===== src/rtl/vga_timing_pkg.sv =====
// Shared VGA timing constants, line/frame total helpers and the pixel coordinate type.
package vga_timing_pkg;

  typedef logic [9:0] coord_t;

  localparam int COORD_LIMIT = 1024;

  localparam int DEF_CLK_DIV   = 4;
  localparam int DEF_H_VISIBLE = 640;
  localparam int DEF_H_FP      = 16;
  localparam int DEF_H_SYNC    = 96;
  localparam int DEF_H_BP      = 48;
  localparam int DEF_V_VISIBLE = 480;
  localparam int DEF_V_FP      = 10;
  localparam int DEF_V_SYNC    = 2;
  localparam int DEF_V_BP      = 33;

  function automatic int h_total(int vis, int fp, int sync, int bp);
    return vis + fp + sync + bp;
  endfunction

  function automatic int v_total(int vis, int fp, int sync, int bp);
    return vis + fp + sync + bp;
  endfunction

endpackage


===== src/rtl/vga_sync_gen_if.sv =====
// Pixel-coordinate bus from the sync generator to the pattern/RGB consumers.
// frame_cnt exists only when VGA_FRAME_CNT_EN is defined.
interface vga_sync_gen_if;
  import vga_timing_pkg::*;

  logic   en;
  logic   pclk_tick;
  coord_t x_pixel;
  coord_t y_pixel;
  logic   DE;
  logic   h_sync;
  logic   v_sync;
  logic   frame_start;
`ifdef VGA_FRAME_CNT_EN
  logic [15:0] frame_cnt;
`endif

  modport master (
    input  en,
    output pclk_tick, x_pixel, y_pixel, DE, h_sync, v_sync, frame_start
`ifdef VGA_FRAME_CNT_EN
    , frame_cnt
`endif
  );

  modport slave (
    output en,
    input  pclk_tick, x_pixel, y_pixel, DE, h_sync, v_sync, frame_start
`ifdef VGA_FRAME_CNT_EN
    , frame_cnt
`endif
  );

endinterface


===== src/rtl/vga_pclk_div.sv =====
// Integer clock-enable divider: one-clk pclk_tick every CLK_DIV clocks while en is high.
module vga_pclk_div #(
  parameter int CLK_DIV = 4
) (
  input  logic clk,
  input  logic reset_n,
  input  logic en,
  output logic pclk_tick
);

  localparam int CNT_W = (CLK_DIV > 1) ? $clog2(CLK_DIV) : 1;
  localparam logic [CNT_W-1:0] CNT_LAST = CNT_W'(CLK_DIV - 1);

  generate
    if (CLK_DIV < 1) begin : g_bad_div
      $error("vga_pclk_div: CLK_DIV must be >= 1");
    end
  endgenerate

  logic [CNT_W-1:0] div_cnt_q, div_cnt_d;

  always_comb begin
    div_cnt_d = div_cnt_q;
    if (en) div_cnt_d = (div_cnt_q == CNT_LAST) ? '0 : div_cnt_q + 1'b1;
  end

  always_ff @(posedge clk or negedge reset_n) begin
    if (!reset_n) div_cnt_q <= '0;
    else          div_cnt_q <= div_cnt_d;
  end

  // Gated by reset_n so that CLK_DIV=1 does not tick while held in reset.
  assign pclk_tick = reset_n && en && (div_cnt_q == CNT_LAST);

endmodule


===== src/rtl/vga_sync_gen.sv =====
// VGA timing generator: pixel tick, h/v counters, registered DE/sync/frame_start decode.
// Optional frame counter output when VGA_FRAME_CNT_EN is defined.
module vga_sync_gen
  import vga_timing_pkg::*;
#(
  parameter int CLK_DIV   = DEF_CLK_DIV,
  parameter int H_VISIBLE = DEF_H_VISIBLE,
  parameter int H_FP      = DEF_H_FP,
  parameter int H_SYNC    = DEF_H_SYNC,
  parameter int H_BP      = DEF_H_BP,
  parameter int V_VISIBLE = DEF_V_VISIBLE,
  parameter int V_FP      = DEF_V_FP,
  parameter int V_SYNC    = DEF_V_SYNC,
  parameter int V_BP      = DEF_V_BP
) (
  input logic           clk,
  input logic           reset_n,
  vga_sync_gen_if.master bus
);

  localparam int H_TOTAL = h_total(H_VISIBLE, H_FP, H_SYNC, H_BP);
  localparam int V_TOTAL = v_total(V_VISIBLE, V_FP, V_SYNC, V_BP);

  generate
    if (H_TOTAL > COORD_LIMIT || V_TOTAL > COORD_LIMIT) begin : g_bad_total
      $error("vga_sync_gen: H_TOTAL and V_TOTAL must be <= 1024");
    end
  endgenerate

  localparam coord_t H_LAST = coord_t'(H_TOTAL - 1);
  localparam coord_t V_LAST = coord_t'(V_TOTAL - 1);

  // Thresholds are one bit wider than coord_t: a sync end may equal 1024.
  localparam logic [10:0] H_VIS_W  = 11'(H_VISIBLE);
  localparam logic [10:0] HS_START = 11'(H_VISIBLE + H_FP);
  localparam logic [10:0] HS_END   = 11'(H_VISIBLE + H_FP + H_SYNC);
  localparam logic [10:0] V_VIS_W  = 11'(V_VISIBLE);
  localparam logic [10:0] VS_START = 11'(V_VISIBLE + V_FP);
  localparam logic [10:0] VS_END   = 11'(V_VISIBLE + V_FP + V_SYNC);

  logic   tick;
  coord_t h_q, h_d, v_q, v_d;
  logic   de_q, de_d, h_sync_q, h_sync_d, v_sync_q, v_sync_d;
  logic   frame_start_q, frame_start_d;

  vga_pclk_div #(.CLK_DIV(CLK_DIV)) u_div (
    .clk       (clk),
    .reset_n   (reset_n),
    .en        (bus.en),
    .pclk_tick (tick)
  );

  // Decode is taken from the next-state counters so the registered flags line up with x/y.
  always_comb begin
    h_d = h_q;
    v_d = v_q;
    if (tick) begin
      if (h_q == H_LAST) begin
        h_d = '0;
        v_d = (v_q == V_LAST) ? '0 : v_q + 1'b1;
      end else begin
        h_d = h_q + 1'b1;
      end
    end
    de_d          = ({1'b0, h_d} < H_VIS_W) && ({1'b0, v_d} < V_VIS_W);
    h_sync_d      = !(({1'b0, h_d} >= HS_START) && ({1'b0, h_d} < HS_END));
    v_sync_d      = !(({1'b0, v_d} >= VS_START) && ({1'b0, v_d} < VS_END));
    frame_start_d = tick && (h_d == '0) && (v_d == '0);
  end

  always_ff @(posedge clk or negedge reset_n) begin
    if (!reset_n) begin
      h_q           <= H_LAST;
      v_q           <= V_LAST;
      de_q          <= 1'b0;
      h_sync_q      <= 1'b1;
      v_sync_q      <= 1'b1;
      frame_start_q <= 1'b0;
    end else begin
      h_q           <= h_d;
      v_q           <= v_d;
      de_q          <= de_d;
      h_sync_q      <= h_sync_d;
      v_sync_q      <= v_sync_d;
      frame_start_q <= frame_start_d;
    end
  end

  assign bus.pclk_tick   = tick;
  assign bus.x_pixel     = h_q;
  assign bus.y_pixel     = v_q;
  assign bus.DE          = de_q;
  assign bus.h_sync      = h_sync_q;
  assign bus.v_sync      = v_sync_q;
  assign bus.frame_start = frame_start_q;

`ifdef VGA_FRAME_CNT_EN
  logic [15:0] frame_cnt_q, frame_cnt_d;

  always_comb begin
    frame_cnt_d = frame_start_d ? frame_cnt_q + 16'd1 : frame_cnt_q;
  end

  always_ff @(posedge clk or negedge reset_n) begin
    if (!reset_n) frame_cnt_q <= '0;
    else          frame_cnt_q <= frame_cnt_d;
  end

  assign bus.frame_cnt = frame_cnt_q;
`endif

endmodule


===== src/flat_wrapper.sv =====
// flat-port wrapper written by rule: the top's interface ports become plain ports
module vga_sync_gen_flat import vga_timing_pkg::*;
#(
  parameter int CLK_DIV   = DEF_CLK_DIV,
  parameter int H_VISIBLE = DEF_H_VISIBLE,
  parameter int H_FP      = DEF_H_FP,
  parameter int H_SYNC    = DEF_H_SYNC,
  parameter int H_BP      = DEF_H_BP,
  parameter int V_VISIBLE = DEF_V_VISIBLE,
  parameter int V_FP      = DEF_V_FP,
  parameter int V_SYNC    = DEF_V_SYNC,
  parameter int V_BP      = DEF_V_BP
)
  (clk, reset_n, bus_en, bus_pclk_tick, bus_x_pixel, bus_y_pixel, bus_DE, bus_h_sync, bus_v_sync, bus_frame_start);
  vga_sync_gen_if bus_i ();
  input logic clk;
  input logic reset_n;
  input wire logic [$bits(bus_i.en)-1:0] bus_en;
  output wire logic [$bits(bus_i.pclk_tick)-1:0] bus_pclk_tick;
  output wire logic [$bits(bus_i.x_pixel)-1:0] bus_x_pixel;
  output wire logic [$bits(bus_i.y_pixel)-1:0] bus_y_pixel;
  output wire logic [$bits(bus_i.DE)-1:0] bus_DE;
  output wire logic [$bits(bus_i.h_sync)-1:0] bus_h_sync;
  output wire logic [$bits(bus_i.v_sync)-1:0] bus_v_sync;
  output wire logic [$bits(bus_i.frame_start)-1:0] bus_frame_start;
  assign bus_i.en = bus_en;
  assign bus_pclk_tick = bus_i.pclk_tick;
  assign bus_x_pixel = bus_i.x_pixel;
  assign bus_y_pixel = bus_i.y_pixel;
  assign bus_DE = bus_i.DE;
  assign bus_h_sync = bus_i.h_sync;
  assign bus_v_sync = bus_i.v_sync;
  assign bus_frame_start = bus_i.frame_start;
  vga_sync_gen #(.CLK_DIV(CLK_DIV), .H_VISIBLE(H_VISIBLE), .H_FP(H_FP), .H_SYNC(H_SYNC), .H_BP(H_BP), .V_VISIBLE(V_VISIBLE), .V_FP(V_FP), .V_SYNC(V_SYNC), .V_BP(V_BP)) u_core (.clk(clk), .reset_n(reset_n), .bus(bus_i));
endmodule

===== config.mk =====
export PLATFORM = sky130hd
export DESIGN_NAME = vga_sync_gen_flat
export DESIGN_NICKNAME = d
export VERILOG_FILES = /design/src/rtl/vga_timing_pkg.sv /design/src/rtl/vga_sync_gen_if.sv /design/src/rtl/vga_pclk_div.sv /design/src/rtl/vga_sync_gen.sv /design/src/flat_wrapper.sv
export SDC_FILE = /design/constraint.sdc
export NUM_CORES = 1
export LEC_CHECK = 0
export ABC_CLOCK_PERIOD_IN_PS = 1900
export BUFFER_PORTS_ARGS = -buffer_cell sky130_fd_sc_hd__clkbuf_2
export CAP_MARGIN = 20
export CORE_ASPECT_RATIO = 0.9
export CORE_UTILIZATION = 35
export CTS_CLUSTER_DIAMETER = 40
export DETAILED_ROUTE_END_ITERATION = 10
export GPL_TIMING_DRIVEN = 0
export PLACE_DENSITY = 0.58
export SYNTH_ARGS = -nofsm -noshare
export SYNTH_HDL_FRONTEND = slang
export SYNTH_HIERARCHICAL = 1
export SYNTH_SLANG_ARGS = --single-unit

===== constraint.sdc =====
create_clock -name clk -period 1.9 [get_ports clk]
set_input_delay 0.38 -clock clk [delete_from_list [all_inputs] [get_ports clk]]
set_output_delay 0.38 -clock clk [all_outputs]
set_load 0.01 [all_outputs]

### Word-level counts from Yosys, hierarchy flattened

Cells that the tools add are included.

* input bits: 3
* register bits after elaboration: 26
* output and inout port bits: 25
* logic and storage cells: 36

* $add $sub $neg: 3
* reductions and logical operators: 11
* mux-type cells: 6
* magnitude comparators: 6
* equality and inequality tests: 3

Operators by type and width (count)
* $mux W10: 5
* $add A10 B1 Y10 const B: 2
* $eq A10 B10 Y1 const B: 2
* $logic_not A10 Y1: 2
* $lt A10 B10 Y1 const B: 2
* $lt A10 B9 Y1 const B: 2
* $ge A10 B10 Y1 const B: 1
* $ge A10 B9 Y1 const B: 1
* $logic_and A1 B1 Y1: 7
* $add A2 B1 Y2 const B: 1
* $eq A2 B2 Y1 const B: 1
* $logic_not A1 Y1: 2
* $mux W2: 1

### Longest topological paths before layout

* word-level depth: 7
* mapped depth: 9
* gate-level depth less buffers: 8

### By module

The synthesis kept the hierarchy.

By module, submodules not included
* vga_sync_gen: area an instance 1516.5 um2, times used 1, seq. area each 615.6 um2, cells an instance 165
* vga_pclk_div: area an instance 96.3 um2, times used 1, seq. area each 50.0 um2, cells an instance 7

### Least setup slack after synthesis

Ideal clock, no wire load.

* kind: register -> register
* start: register u_core.v_q[0] (netlist: u_core/bus.y_pixel[0])
* end: register u_core.frame_start_q (netlist: u_core/bus.frame_start)
* setup time: 68 ps
* path buffers: 0
* cell stages (with the launch flop): 9
* data required time: 1832 ps
* slack: -143 ps
* clock period less this slack: 2043 ps
* data arrival time: 1975 ps
* cell sequence: dfrtp_1 inv_1 ha_1 nand4_2 or4_4 a21oi_2 o21ai_2 nor4b_2 and4_1

* cells in the longest elaborated chain, start to end: 6
* elaborated cells on any way between the ends: 7
* those cells by class: 1 x add/sub; 1 x eq/ne; 3 x mux; 2 x reduce/logical

RTL lines
* start: declaration: line vga_sync_gen.sv:42 `coord_t h_q, h_d, v_q, v_d;`
* start signal: assignment: line vga_sync_gen.sv:81 `v_q <= v_d;`
* $add A10 B1 Y10 or $eq A10 B10 Y1 (tied branches): line vga_sync_gen.sv:60 `v_d = (v_q == V_LAST) ? '0 : v_q + 1'b1;`
* $mux W10 *: line vga_sync_gen.sv:60
* $mux W10 *: line vga_sync_gen.sv:58 `if (h_q == H_LAST) begin`
* $mux W10 *: line vga_sync_gen.sv:57 `if (tick) begin`
* named net u_core.v_d[3]: line vga_sync_gen.sv:42
* $logic_not A10 Y1 *: line vga_sync_gen.sv:68 `frame_start_d = tick && (h_d == '0) && (v_d == '0);`
* $logic_and A1 B1 Y1 *: line vga_sync_gen.sv:68
* named net u_core.frame_start_d: line vga_sync_gen.sv:44 `logic frame_start_q, frame_start_d;`
* end signal: assignment: line vga_sync_gen.sv:85 `frame_start_q <= frame_start_d;`
* end: declaration: line vga_sync_gen.sv:44

Mark *: on every way through the listed nets, which the timed path passes. The rest lies on a longest branch.
A chain may end at the register's enable or synchronous reset.

### Worst setup path after layout

* start: register u_core.h_q[1] (netlist: u_core/bus.x_pixel[1])
* end: register u_core.frame_start_q (netlist: u_core/bus.frame_start)

* elaborated cells on any way between the ends: 10
* those cells by class: 1 x add/sub; 1 x eq/ne; 4 x mux; 4 x reduce/logical

RTL lines
* start: declaration: line vga_sync_gen.sv:42
* start signal: assignment: line vga_sync_gen.sv:73 `h_q <= H_LAST;`
* start signal: assignment: line vga_sync_gen.sv:80 `h_q <= h_d;`
* $eq A10 B10 Y1: line vga_sync_gen.sv:58
* $mux W10: line vga_sync_gen.sv:58
* $mux W10: line vga_sync_gen.sv:57
* named net u_core.v_d[9]: line vga_sync_gen.sv:42
* $logic_not A10 Y1: line vga_sync_gen.sv:68
* $logic_and A1 B1 Y1: line vga_sync_gen.sv:68
* named net u_core.frame_start_d: line vga_sync_gen.sv:44

The timed path passes the listed nets, and every way through them passes these cells.

==> impl_table.tex <==
\begin{tabular}{lr}
\hline
Metric & Value \\
\hline
\multicolumn{2}{l}{\textbf{Status}} \\
Outcome & complete, but fails checks \\
Violated checks & setup timing \\
\multicolumn{2}{l}{\textbf{Route}} \\
Post-route DRC & 0 \\
Number of nets with antenna violations after detailed routing & 0 \\
Total via count after detailed routing & 1,534 \\
Pre-Repair DR Iteration Count & 4 \\
Routed length per instance & 15.0 um \\
Routed via count divided by cell count & 5.24 \\
Total wire length after detailed routing & 4390 um \\
Number of DRC violations after detailed-routing iteration 0 & 86 \\
\multicolumn{2}{l}{\textbf{Placed design}} \\
Total half-perimeter wirelength after legalization and detailed placement & 2630 um \\
Final weighted congestion in routability-driven placement & 0.757 \\
Buffers on Ports & 27 \\
\multicolumn{2}{l}{\textbf{Finish}} \\
Area growth syn-to-layout & 44.7\% \\
\# nets final & 239 \\
Fin util & 52.7\% \\
Inserted Diodes & 0 \\
Fraction of layout cells with a size suffix above 1 & 54.5\% \\
\multicolumn{2}{l}{\textbf{Clock tree}} \\
Total CTS buffers & 3 \\
CTS sink cnt & 26 \\
Clock Latency Late Sink & 0.28 ns \\
CTS H-Tree Depth & 1 \\
Cell at the root of the clock tree & sky130\_fd\_sc\_hd\_\_clkbuf\_8 \\
CTS tree & yes \\
Buffer depth of the longest clock path & 2 \\
Clock transition at the registers of the reported paths & 0.10 ns \\
\multicolumn{2}{l}{\textbf{Global routing}} \\
Antenna violations before repair & 0 \\
Wire length of the first global-routing pass & 7180 um \\
Vias in the first global route & 1,474 \\
Maximum number of pins on one net before global-route repair & 16 \\
All-layer global routing usage & 19.4\% \\
Total gr overflow & 0 \\
\multicolumn{2}{l}{\textbf{Logic synthesis}} \\
Share of synthesized flip-flops with an asynchronous set or reset & 100\% \\
Most instantiated cells after synthesis & 16 x sky130\_fd\_sc\_hd\_\_nand2\_1, 14 x sky130\_fd\_sc\_hd\_\_dfrtp\_1, 14 x sky130\_fd\_sc\_hd\_\_nor2\_1 \\
Simple-Gate Fraction of Synth Area & 29.2\% \\
Library cell occupying the most area in the post-synthesis netlist & sky130\_fd\_sc\_hd\_\_dfrtp\_1 \\
Area share of fa/ha/maj cells after synthesis & 3.10\% \\
Dominant combinational cell family by area after synthesis & simple AND/OR/NAND/NOR gates \\
Number of nets produced by synthesis & 179 \\
Commonest register cell after synthesis & sky130\_fd\_sc\_hd\_\_dfrtp\_1 \\
Cell variety after synth & 46 \\
Gate Count Post-Synth & 172 \\
Sequential cell area fraction in the yosys report & 41.3\% \\
XOR/XNOR share of the synthesized area & 7.60\% \\
Netlist Area Pre-Place & 1610 um2 \\
Number of enable-type register cells in the synthesized netlist & 0 \\
Average footprint of a synthesized cell & 9.38 um2 \\
Count leader, synth & sky130\_fd\_sc\_hd\_\_nand2\_1 \\
Share of Yosys cell area claimed by the top area cell type & 21.7\% \\
Multiplexer share of the synthesized area & 2.02\% \\
Count of synthesis-stage warnings from yosys & 6 \\
Synthesized-area fraction occupied by ao, oa, aoi and oai cells & 10.9\% \\
Post-synthesis sequential element count & 26 \\
Most area-consuming cells after synthesis & sky130\_fd\_sc\_hd\_\_dfrtp\_1 22\%, sky130\_fd\_sc\_hd\_\_dfstp\_2 20\%, sky130\_fd\_sc\_hd\_\_xnor2\_1 5.4\% \\
\multicolumn{2}{l}{\textbf{Die}} \\
Die footprint & 4880 um2 \\
Initial Utilization & 36.4\% \\
CORE AREA & 4430 um2 \\
Number of rows created at floorplan & 23 \\
Die Height & 66.4 um \\
Ports & 28 \\
Die span in x & 73.6 um \\
\multicolumn{2}{l}{\textbf{Setup path}} \\
Kind of cell with the highest combined delay on the critical path & simple AND/OR/NAND/NOR gates \\
Count of buffering cells on the critical path with inverters included & 1 \\
Arrival time reported for the critical path endpoint & 2.32 ns \\
Crit-path cells & ha\_4 > and3\_4 > and4\_1 > buf\_6 > o21ai\_1 > a22o\_1 > a21oi\_2 > and4\_1 \\
Most frequent cell on the critical path & sky130\_fd\_sc\_hd\_\_and4\_1 \\
Kind of capture point of the worst setup path & register \\
Category of the critical setup timing path & register to register \\
Worst stage delay on the critical path & 0.57 ns \\
Setup slack, reg-to-reg & -0.21 ns \\
Worst-path maximum fanout & 6 \\
Crit path max-delay cell type & sky130\_fd\_sc\_hd\_\_dfstp\_2 \\
Worst setup SP type & register \\
Required time worst endpoint & 2.12 ns \\
\multicolumn{2}{l}{\textbf{Power}} \\
Internal Pwr Total & 1160 uW \\
Maximum vdd ir drop & 688 uV \\
Power share of the combinational group & 26.2\% \\
Switching power of the nets & 457 uW \\
Pwr dens & 693 nW/um2 \\
Clk pwr share & 29.4\% \\
Net Sw Frac & 28.3\% \\
Sequential power share & 44.4\% \\
Static Leak & 0.00106 uW \\
\multicolumn{2}{l}{\textbf{STA}} \\
Number of max-slew violations in the final report & 0 \\
Unrepaired setup endpoints after global routing & true \\
Count of endpoints failing setup in the final report & 4 \\
Final period demand of the worst path & 2.11 ns \\
Setup TNS & -0.390 ns \\
Final worst-path setup slack & -0.206 ns \\
Slew HR & 48.8\% \\
Skew final & 0.00535 ns \\
Final Hold Violating Endpoints & 0 \\
Transition time of the tightest slew-check pin & 0.765 ns \\
Portion of the clock cycle consumed by the worst path in the final layout & 111\% \\
Fmax & 475 MHz \\
Final Hold Slack & 0.119 ns \\
\multicolumn{2}{l}{\textbf{Min path}} \\
Min-Delay Path Class & input port to async pin \\
\multicolumn{2}{l}{\textbf{Run}} \\
Reported max-cap violation count & 0 \\
\hline
\end{tabular}
state kept, by name, summed over array words and instances, names as in the netlist:
signal and flops:
u_core/bus.v_sync 1, u_core/bus.h_sync 1, u_core/u_div/div_cnt_q 2, u_core/bus.y_pixel 10, u_core/bus.x_pixel 10, u_core/bus.frame_start 1
u_core/bus.DE 1
power by group through the flow:
stage / sequential, uW / clock (uW) / combinational [uW]
3_5_place_dp: 716 / 0 / 317
6_report: 718 / 476 / 424
2_1_floorplan: 725 / 0 / 205
4_1_cts: 715 / 493 / 389
5_1_grt: 725 / 509 / 463
3_3_place_gp: 714 / 0 / 310
final timing paths:
| path | endpoint | startpoint | cells after the start |
|---|---|---|---|
| min | u_core/bus.y_pixel[2] | reset_n | 1 |
| max reg2reg | u_core/bus.frame_start | u_core/bus.x_pixel[1] | 8 |
| max in group asynchronous | u_core/bus.x_pixel[6] | reset_n | 2 |
| min in group clk | u_core/u_div/div_cnt_q[0] | bus_en | 2 |
| min reg2reg | u_core/u_div/div_cnt_q[1] | u_core/u_div/div_cnt_q[1] | 1 |
| max | u_core/bus.frame_start | u_core/bus.x_pixel[1] | 8 |
cell type report:
type / count / area (um2)
Fill cell: 442 / 2100
Timing Repair Buffer: 62 / 414
Multi-Input combinational cell: 129 / 1030
Clock inverter: 1 / 30.0
Clock buffer: 3 / 41.3
Sequential cell: 26 / 672
Buffer: 4 / 45.0
Tap cell: 62 / 77.6
Inverter: 6 / 22.5
metal layers:
layer	GRT usage, %	part of all wire (%)	vias up
met5	0	0	-
met4	3.61	0.64	0
met3	3.35	3.4	4
met2	33.0	48	43
met1	25.9	48	754
li1	-	-	733
worst reg2reg max path: stages, from the launching register on:
cell and delay, ns:
sky130_fd_sc_hd__dfstp_2 0.57, sky130_fd_sc_hd__ha_4 0.14, sky130_fd_sc_hd__and3_4 0.19, sky130_fd_sc_hd__and4_1 0.21, sky130_fd_sc_hd__buf_6 0.14, sky130_fd_sc_hd__o21ai_1 0.08, sky130_fd_sc_hd__a22o_1 0.31, sky130_fd_sc_hd__a21oi_2 0.19
sky130_fd_sc_hd__and4_1 0.22
through the flow:
stage | setup WS, ns | total power (uW) | instances | instance area, um2
after CTS | -0.168 | 1600 | 284 | 2200
final | -0.206 | 1620 | 293 | 2330
after global placement | -0.867 | 1020 | 261 | 1880
after global routing | -0.260 | 1700 | 293 | 2330
after floorplan | -0.0893 | 930 | 172 | 1670
after detailed placement | -0.844 | 1030 | 261 | 1880
cells by family (layout without fill, tap and decap cells):
family,after synthesis,count (layout)
AO/OA/AOI/OAI,28,28
adder cells (fa/ha/maj),4,4
buffers and inverters,17,76
flip-flops,26,26
multiplexers,3,3
XOR/XNOR,14,14
AND/OR/NAND/NOR,80,80
cell usage in the layout, fill, tap and decap left out, types with 4 or more instances in the layout:
master	instances
sky130_fd_sc_hd__buf_4	32
sky130_fd_sc_hd__clkbuf_2	26
sky130_fd_sc_hd__nand2_1	14
sky130_fd_sc_hd__nor2_1	13
sky130_fd_sc_hd__dfstp_2	12
sky130_fd_sc_hd__dfrtp_1	9
sky130_fd_sc_hd__xnor2_1	8
sky130_fd_sc_hd__o21ai_0	8
sky130_fd_sc_hd__nand4_1	6
sky130_fd_sc_hd__and3_1	6
sky130_fd_sc_hd__nand3_1	5
sky130_fd_sc_hd__dfrtp_2	5
sky130_fd_sc_hd__clkbuf_8	4
sky130_fd_sc_hd__and3_4	4
sky130_fd_sc_hd__buf_6	4
sky130_fd_sc_hd__inv_1	4
sky130_fd_sc_hd__a21oi_1	4
timing repair:
action,CTS,global route
setup endpoints to repair,9,5
endpoints found under the hold margin,14,0
pin swaps,17,17
buffers inserted,23,10
hold buffers,1,0
gates cloned,1,0
gates resized for setup,25,14
Note: power is estimated with default switching activity, not from simulation.
